`src/rtl/dispatch_port_arbiter.sv`:
```
// Arbitrates the shared ROB-allocation / PRF-query port among the ALU, branch and LSU dispatch buffers.
// Round-robin grant with per-requester starvation escalation; grants are combinational, state is registered.
module dispatch_port_arbiter #(
  parameter int NUM_REQ      = 3,
  parameter int STARVE_LIMIT = 8,
  parameter int CNT_W        = 4,
  localparam int IDX_W       = (NUM_REQ > 1) ? $clog2(NUM_REQ) : 1
) (
  input  logic               clk,
  input  logic               reset,
  input  logic               mispredict,
  input  logic [NUM_REQ-1:0] req,
  input  logic [NUM_REQ-1:0] dest_space,
  input  logic               rob_full,
  output logic [NUM_REQ-1:0] gnt,
  output logic               gnt_valid,
  output logic [IDX_W-1:0]   gnt_idx,
  output logic               starve_mode,
  output logic [IDX_W-1:0]   rr_ptr
);

  typedef enum logic {
    ST_NORMAL = 1'b0,
    ST_STARVE = 1'b1
  } state_e;

  localparam logic [CNT_W-1:0] LIMIT_C = CNT_W'(STARVE_LIMIT);

  state_e                          state_q, state_d;
  logic [IDX_W-1:0]                rr_ptr_q, rr_ptr_d;
  logic [NUM_REQ-1:0][CNT_W-1:0]   wait_cnt_q, wait_cnt_d;

  logic [NUM_REQ-1:0] elig;
  logic               starve_hit;
  logic [IDX_W-1:0]   starve_idx;
  logic               rr_hit;
  logic [IDX_W-1:0]   rr_idx;
  logic               pick_valid;
  logic [IDX_W-1:0]   pick_idx;
  logic               any_at_limit;

  assign elig = req & dest_space & {NUM_REQ{~(rob_full | mispredict | reset)}};

  // Round-robin scan is split into two passes (rr_ptr..top, then 0..rr_ptr-1) to avoid a modulo.
  always_comb begin
    starve_hit = 1'b0;
    starve_idx = '0;
    rr_hit     = 1'b0;
    rr_idx     = '0;
    for (int i = 0; i < NUM_REQ; i++) begin
      if (!starve_hit && elig[i] && (wait_cnt_q[i] == LIMIT_C)) begin
        starve_hit = 1'b1;
        starve_idx = IDX_W'(i);
      end
    end
    for (int i = 0; i < NUM_REQ; i++) begin
      if (!rr_hit && elig[i] && (IDX_W'(i) >= rr_ptr_q)) begin
        rr_hit = 1'b1;
        rr_idx = IDX_W'(i);
      end
    end
    for (int i = 0; i < NUM_REQ; i++) begin
      if (!rr_hit && elig[i]) begin
        rr_hit = 1'b1;
        rr_idx = IDX_W'(i);
      end
    end
    if ((state_q == ST_STARVE) && starve_hit) begin
      pick_valid = 1'b1;
      pick_idx   = starve_idx;
    end else begin
      pick_valid = rr_hit;
      pick_idx   = rr_idx;
    end
  end

  always_comb begin
    gnt = '0;
    for (int i = 0; i < NUM_REQ; i++) begin
      gnt[i] = pick_valid && (pick_idx == IDX_W'(i));
    end
    gnt_valid = pick_valid;
    gnt_idx   = pick_valid ? pick_idx : '0;
  end

  // Backpressured requesters hold their age; only eligible losers count toward starvation.
  always_comb begin
    wait_cnt_d   = wait_cnt_q;
    any_at_limit = 1'b0;
    for (int i = 0; i < NUM_REQ; i++) begin
      if (!req[i] || gnt[i]) begin
        wait_cnt_d[i] = '0;
      end else if (elig[i] && (wait_cnt_q[i] != LIMIT_C)) begin
        wait_cnt_d[i] = wait_cnt_q[i] + CNT_W'(1);
      end
    end
    if (mispredict) begin
      wait_cnt_d = '0;
    end
    for (int i = 0; i < NUM_REQ; i++) begin
      if (wait_cnt_d[i] == LIMIT_C) begin
        any_at_limit = 1'b1;
      end
    end
    state_d = (any_at_limit && !mispredict) ? ST_STARVE : ST_NORMAL;
    if (pick_valid) begin
      rr_ptr_d = (pick_idx == IDX_W'(NUM_REQ - 1)) ? '0 : pick_idx + IDX_W'(1);
    end else begin
      rr_ptr_d = rr_ptr_q;
    end
  end

  always_ff @(posedge clk) begin
    if (reset) begin
      state_q    <= ST_NORMAL;
      rr_ptr_q   <= '0;
      wait_cnt_q <= '0;
    end else begin
      state_q    <= state_d;
      rr_ptr_q   <= rr_ptr_d;
      wait_cnt_q <= wait_cnt_d;
    end
  end

  assign starve_mode = (state_q == ST_STARVE);
  assign rr_ptr      = rr_ptr_q;

endmodule

```
`config.mk`:
```
export PLATFORM = sky130hd
export DESIGN_NAME = dispatch_port_arbiter
export DESIGN_NICKNAME = d
export VERILOG_FILES = /design/src/rtl/dispatch_port_arbiter.sv
export SDC_FILE = /design/constraint.sdc
export NUM_CORES = 1
export LEC_CHECK = 0
export CAP_MARGIN = 20
export CORE_MARGIN = 4
export CORE_UTILIZATION = 27
export CTS_CLUSTER_DIAMETER = 150
export CTS_CLUSTER_SIZE = 25
export DETAILED_ROUTE_END_ITERATION = 12
export PLACE_DENSITY = 0.5
export SLEW_MARGIN = 20
export SYNTH_ARGS = -nofsm -noshare
export SYNTH_HDL_FRONTEND = slang
export SYNTH_SLANG_ARGS = --single-unit
```
`constraint.sdc`:
```
create_clock -name clk -period 2.8 [get_ports clk]
set_clock_uncertainty 0.1 [all_clocks]
set_input_delay 0.28 -clock clk [delete_from_list [all_inputs] [get_ports clk]]
set_output_delay 0.28 -clock clk [all_outputs]
set_load 0.1 [all_outputs]
```
### Word-level counts from Yosys, hierarchy flattened

Index checks and enable logic that the tools add are counted.

* register bits: 15
* input bits: 10
* output and inout port bits: 9
* logic and storage cells: 95

* add/sub/neg operators: 4
* order comparisons: 3
* eq/ne operators: 11
* muxes and demuxes: 31
* bitwise logic cells: 5
* reduce and logical (&&, ||, !) cells: 36

Operators by type and width (count)
* $eq 4x4->1 const B: 6
* $mux 4: 6
* $logic_and 1x1->1: 21
* $mux 1: 16
* $mux 2: 8
* $add 4x1->4 const B: 3
* $mux 12: 1
* $ne 4x4->1 const B: 3
* $logic_not 1->1: 11
* $and 3x3->3: 2
* $ge 1x2->1 const A: 2
* $logic_or 1x1->1: 3
* $add 2x1->2 const B: 1
* $eq 2x1->1 const B: 1
* $eq 2x2->1 const B: 1
* $ge 2x2->1 const A: 1
* $logic_not 2->1: 1
* $or 1x1->1: 2
* $not 1->1: 1

### Depth between registers and ports, before layout

* depth after elaboration: 35
* gate-level depth with buffers: 9
* gate-level depth less buffers: 9

### Worst setup path before layout

OpenSTA, ideal clock, no wires.

* path kind: flip-flop to output port
* start: reg rr_ptr_q[0] (netlist: rr_ptr[0])
* end: out gnt[1]
* arrival: 3.152 ns
* data required time: 2.420 ns
* path slack: -0.732 ns
* cell stages (with the launch flop): 4
* path buffers: 0
* path through: dfxtp_1 > o21ai_0 > a221o_1 > a21oi_1

* longest elaborated chain between the ends: 23
* elaborated cells on any way between the ends: 31
* classes of those cells: order compare: 3; eq/ne: 1; mux: 13; reduce/logical: 14

RTL lines
* start: declaration: RTL line 30 `logic [IDX_W-1:0] rr_ptr_q, rr_ptr_d;`
* start signal: assignment: RTL line 120 `rr_ptr_q <= rr_ptr_d;`
* $ge 1x2->1: RTL line 57 `if (!rr_hit && elig[i] && (IDX_W'(i) >= rr_ptr_q)) begin`
* $logic_and 1x1->1: RTL line 57
* $mux 1: RTL line 57
* $logic_not 1->1: RTL line 57
* $logic_and 1x1->1 (2 in a row): RTL line 57
* $mux 1: RTL line 57
* $logic_not 1->1: RTL line 57
* $logic_and 1x1->1 (2 in a row): RTL line 57
* [... 5 more ...]
* $logic_and 1x1->1: RTL line 63 `if (!rr_hit && elig[i]) begin`
* $mux 1: RTL line 63
* $logic_not 1->1: RTL line 63
* $logic_and 1x1->1: RTL line 63
* $mux 2: RTL line 63
* $mux 2: RTL line 68 `if ((state_q == ST_STARVE) && starve_hit) begin`
* $eq 2x1->1: RTL line 80 `gnt[i] = pick_valid && (pick_idx == IDX_W'(i));`
* $logic_and 1x1->1 *: RTL line 80
* end: declaration: RTL line 15 `output logic [NUM_REQ-1:0] gnt,`

Mark *: on every way between the ends. The rest lies on a longest branch, timed or not.

### Worst setup path in the final report

* start: reg wait_cnt_q[0] (netlist bit)
* end: out gnt[0]

* longest elaborated chain between the ends: 15
* elaborated cells on any way between the ends: 18
* classes of those cells: eq/ne: 1; mux: 7; reduce/logical: 10

RTL lines
* start: declaration: RTL line 31 `logic [NUM_REQ-1:0][CNT_W-1:0] wait_cnt_q, wait_cnt_d;`
* start signal: assignment: RTL line 121 `wait_cnt_q <= wait_cnt_d;`
* $eq 4x4->1 *: RTL line 51 `if (!starve_hit && elig[i] && (wait_cnt_q[i] == LIMIT_C)) begin`
* $logic_and 1x1->1 *: RTL line 51
* $mux 1 *: RTL line 51
* $logic_not 1->1: RTL line 51
* $logic_and 1x1->1 (2 in a row): RTL line 51
* $mux 1: RTL line 51
* $logic_not 1->1: RTL line 51
* $logic_and 1x1->1 (2 in a row): RTL line 51
* $mux 1: RTL line 51
* $logic_and 1x1->1: RTL line 68
* $mux 2: RTL line 68
* $logic_not 2->1: RTL line 80
* $logic_and 1x1->1 *: RTL line 80

Marked as above.

==> results.txt <==
The run finished with clean final reports. The floorplan step defined a die boundary enclosing 5360 um^2. At the end of routability-driven placement, the weighted congestion stood at 0.857.

The total power after layout is 488 uW. Along the worst hold path, the cell count comes to 2. Dividing the final minimum period by the clock period gives 97.1%. The number of levels in the clock H-tree is 1. In the final routed layout, each cell accounts on average for 13.7 um. After synthesis the netlist holds a flip-flop and latch count of 15. The hold buffer count at CTS came out at 0. The post-synthesis to final-layout area growth came out at 36.3%. For this run, the leading register cell type out of synthesis is sky130_fd_sc_hd__dfxtp_1. The endpoint identified for the worst register-to-register timing path is wait_cnt_q[3]. The cell leakage power came out at 0.586 nW.

The required time of the critical path came out at 2.42 ns. The worst-skew pair later-pin latency is 0.25 ns. The count of clock tree sinks is 15.

The number of instances in the placed design came out at 220. In this run the remaining antenna-violating nets after routing total 0. The count of boundary I/O pins is 19.

The buffer depth of the longest clock path came out at 2. Leaving out fill and tap cells, the most frequent cell in the layout is sky130_fd_sc_hd__nor2_1. The region available for standard cell placement spans 4060 um^2. Summed over all failing endpoints, the final setup total negative slack is 0 ns. Setup repair after global routing left no endpoint under its margin. The number of cell instances on the worst register-to-register path is 9. The x dimension of the die came out at 73.2 um. The clock root buffer is sky130_fd_sc_hd__clkbuf_8.

At the end of the flow, the number of nets in the layout was 192. Timing would allow up to 368 MHz. The slew of the pin with the lowest slew margin is 0.332 ns. The post-synthesis cell count came out at 146.

For this block, the initial DRC count from the detailed router was 41. The standard-cell row count came out at 23. Prior to clock tree synthesis, the placed netlist has a worst setup slack of 0.0706 ns. The number of max-cap violations is 0. The number of buffers inserted during clock tree synthesis is 3. The source of the critical timing path is wait_cnt_q[0]. The critical-path maximum fanout came out at 5. The least setup slack across all paths after layout is between 0.08 and 0.09 ns. The final count of hold timing violations came to 0. The critical path capture point type is an output port. In this run the power density over the cells is 312 nW/um^2. Each instance of the synthesized netlist takes up on average 7.86 um^2.

The minimum setup slack among reg-to-reg paths came out at 0.57 ns. The DRC violation count after routing came out at 0. The post-detailed-placement cell area came out at 1510 um^2. Once layout is done, the placed cells without fillers occupy 1560 um^2. In this run, distinct cell masters in the synthesized netlist total 40. The peak ir drop on the vdd network came out at between 100 and 150 uV. Summed over all layers, the routed wires come to 3080 um.

The final setup violation count is 0. TritonCTS built the clock tree. The classification of the worst setup path is reg2out. The routed design could run at a clock period as short as ~2.7 ns.

The maximum number of pins on one net before global-route repair came out at 9. In the layout the commonest cells are 23 x sky130_fd_sc_hd__nor2_1, 13 x sky130_fd_sc_hd__dfxtp_1, 12 x sky130_fd_sc_hd__nand2_1, 12 x sky130_fd_sc_hd__buf_4, 10 x sky130_fd_sc_hd__a21oi_1. For this run, the number of Yosys warnings is 0. Clock-pin slew was measured on the worst setup and hold paths at roughly 0.060 ns. The startpoint identified for the worst register-to-register timing path is wait_cnt_q[8].

The synthesized design contains 0 enable-type register cells. The per-cell via count in the routed design is 5.21. The number of detailed-route iterations in the first pass came out at 4. In this run the vertical extent of the chip is around 73 um. The share of final-layout standard cells stronger than drive strength 1 came out at about a fifth. Global routing consumed, over all layers together, 12.2% of the routing resources. The post-synthesis cell area is between 1000 and 1500 um^2. STA classifies the critical path startpoint as a flip-flop.

The number of nets in the synthesized netlist is 162. The path class of the tightest hold or removal check is reg2reg. The number of buffer cells added on primary ports came out at 18. The aggregate global routing overflow came out at 0.

The number of global-route vias before repair came out at 1108. The post-synthesis sequential area ratio came out at roughly a quarter. The number of antenna violations at the first check in global routing came out at 0. The antenna diode count is 0. Data arrives at the worst endpoint at about 2.3 ns. The finished layout holds between 200 and 250 standard cells, fillers aside. The startpoint identified for the worst hold timing path is rr_ptr[0].

The number of max-slew violations in the final report came to 0. The first-pass GRT wire length came out at 5100 um. The share of synthesized flip-flops with an asynchronous set or reset came out at 0%.

The headroom to the max-slew limit came out at 77.8%. The path with the worst hold slack has its endpoint at rr_ptr[0]. The placed wire-length estimate is 2540 um. The initial standard-cell utilization of the core is 28.3%.

The overall via count from detail_route came out at 1173.
critical path, stage by stage, from the launching register on:
cell and delay (ns):
sky130_fd_sc_hd__dfxtp_1 0.33, sky130_fd_sc_hd__inv_1 0.13, sky130_fd_sc_hd__ha_1 0.18, sky130_fd_sc_hd__nand3b_1 0.17, sky130_fd_sc_hd__o22ai_1 0.26, sky130_fd_sc_hd__a221o_1 0.25, sky130_fd_sc_hd__a21oi_4 0.07, sky130_fd_sc_hd__or3_4 0.42
sky130_fd_sc_hd__inv_4 0.10, sky130_fd_sc_hd__buf_12 0.17
metrics by stage:
stage	hold WS (ns)	util (%)
2_1_floorplan	0.242	-
3_3_place_gp	0.406	37.2
3_5_place_dp	0.412	37.2
4_1_cts	0.420	38.3
5_1_grt	0.468	38.5
6_report	0.422	38.5
worst max-delay path by stage:
stage               endpoint
6_report              gnt[0]
5_1_grt               gnt[0]
4_1_cts               gnt[0]
3_5_place_dp          gnt[0]
3_3_place_gp          gnt[0]
2_1_floorplan  wait_cnt_q[3]
cells by family after synthesis:
| group | after synthesis | synth area share [%] |
|---|---|---|
| flip-flops | 15 | 26.2 |
| AND/OR/NAND/NOR | 69 | 32.8 |
| XOR/XNOR | 8 | 6.11 |
| adder cells (fa/ha/maj) | 6 | 6.54 |
| multiplexers | 6 | 5.23 |
| buffers and inverters | 10 | 4.14 |
| AO/OA/AOI/OAI | 32 | 19.0 |
synth_stat cells (all sizes together) (2+ instances only):
master,count,share of area [%]
or3,2,2.0
o41ai,2,1.5
o2111ai,2,1.5
xor2,3,2.3
dfxtp,15,26
nor2b,2,1.1
nand3b,5,3.3
and2,4,2.2
xnor2,5,3.8
o22ai,2,1.1
nand3,3,1.3
o211ai,3,2.4
a21o,2,1.4
inv,8,2.8
nor2,23,7.5
a21oi,14,6.4
and3b,2,1.5
nand2,13,4.3
nand4,4,2.2
o21ai,2,0.87
mux2i,6,5.2
nor3b,2,1.3
nor3,5,3.1
ha,6,6.5
sequential cells by signal (all words and copies together) (netlist names):
name	flops
rr_ptr	2
starve_mode	1
wait_cnt_q	12
timing repair:
item | CTS | global route
setup endpoints to repair | 0 | 1
setup buffers | 0 | 1
resized for setup | 0 | 1
power by group:
part,internal [mW],switching (mW),leakage [nW],total (mW)
Combinational,0.0380,0.0555,0.441,0.0935
Clock,0.101,0.0771,0.0228,0.178
Sequential,0.215,0.00213,0.122,0.217
Total,0.354,0.135,0.586,0.488
layout make-up:
| class | instances | area (um^2) |
|---|---|---|
| Multi-Input combinational cell | 121 | 821 |
| Timing Repair Buffer | 27 | 300 |
| Clock buffer | 4 | 45.0 |
| Sequential cell | 15 | 303 |
| Inverter | 8 | 32.5 |
| Fill cell | 411 | 2490 |
| Tap cell | 50 | 62.6 |
layer usage:
layer,part of all wire (%),vias up,global-route usage (%)
li1,-,587,-
met1,48,546,17.5
met2,44,36,17.5
met3,7.0,4,2.48
met4,1.5,0,4.92
met5,0,-,0
(Power assumes the default switching activity.)
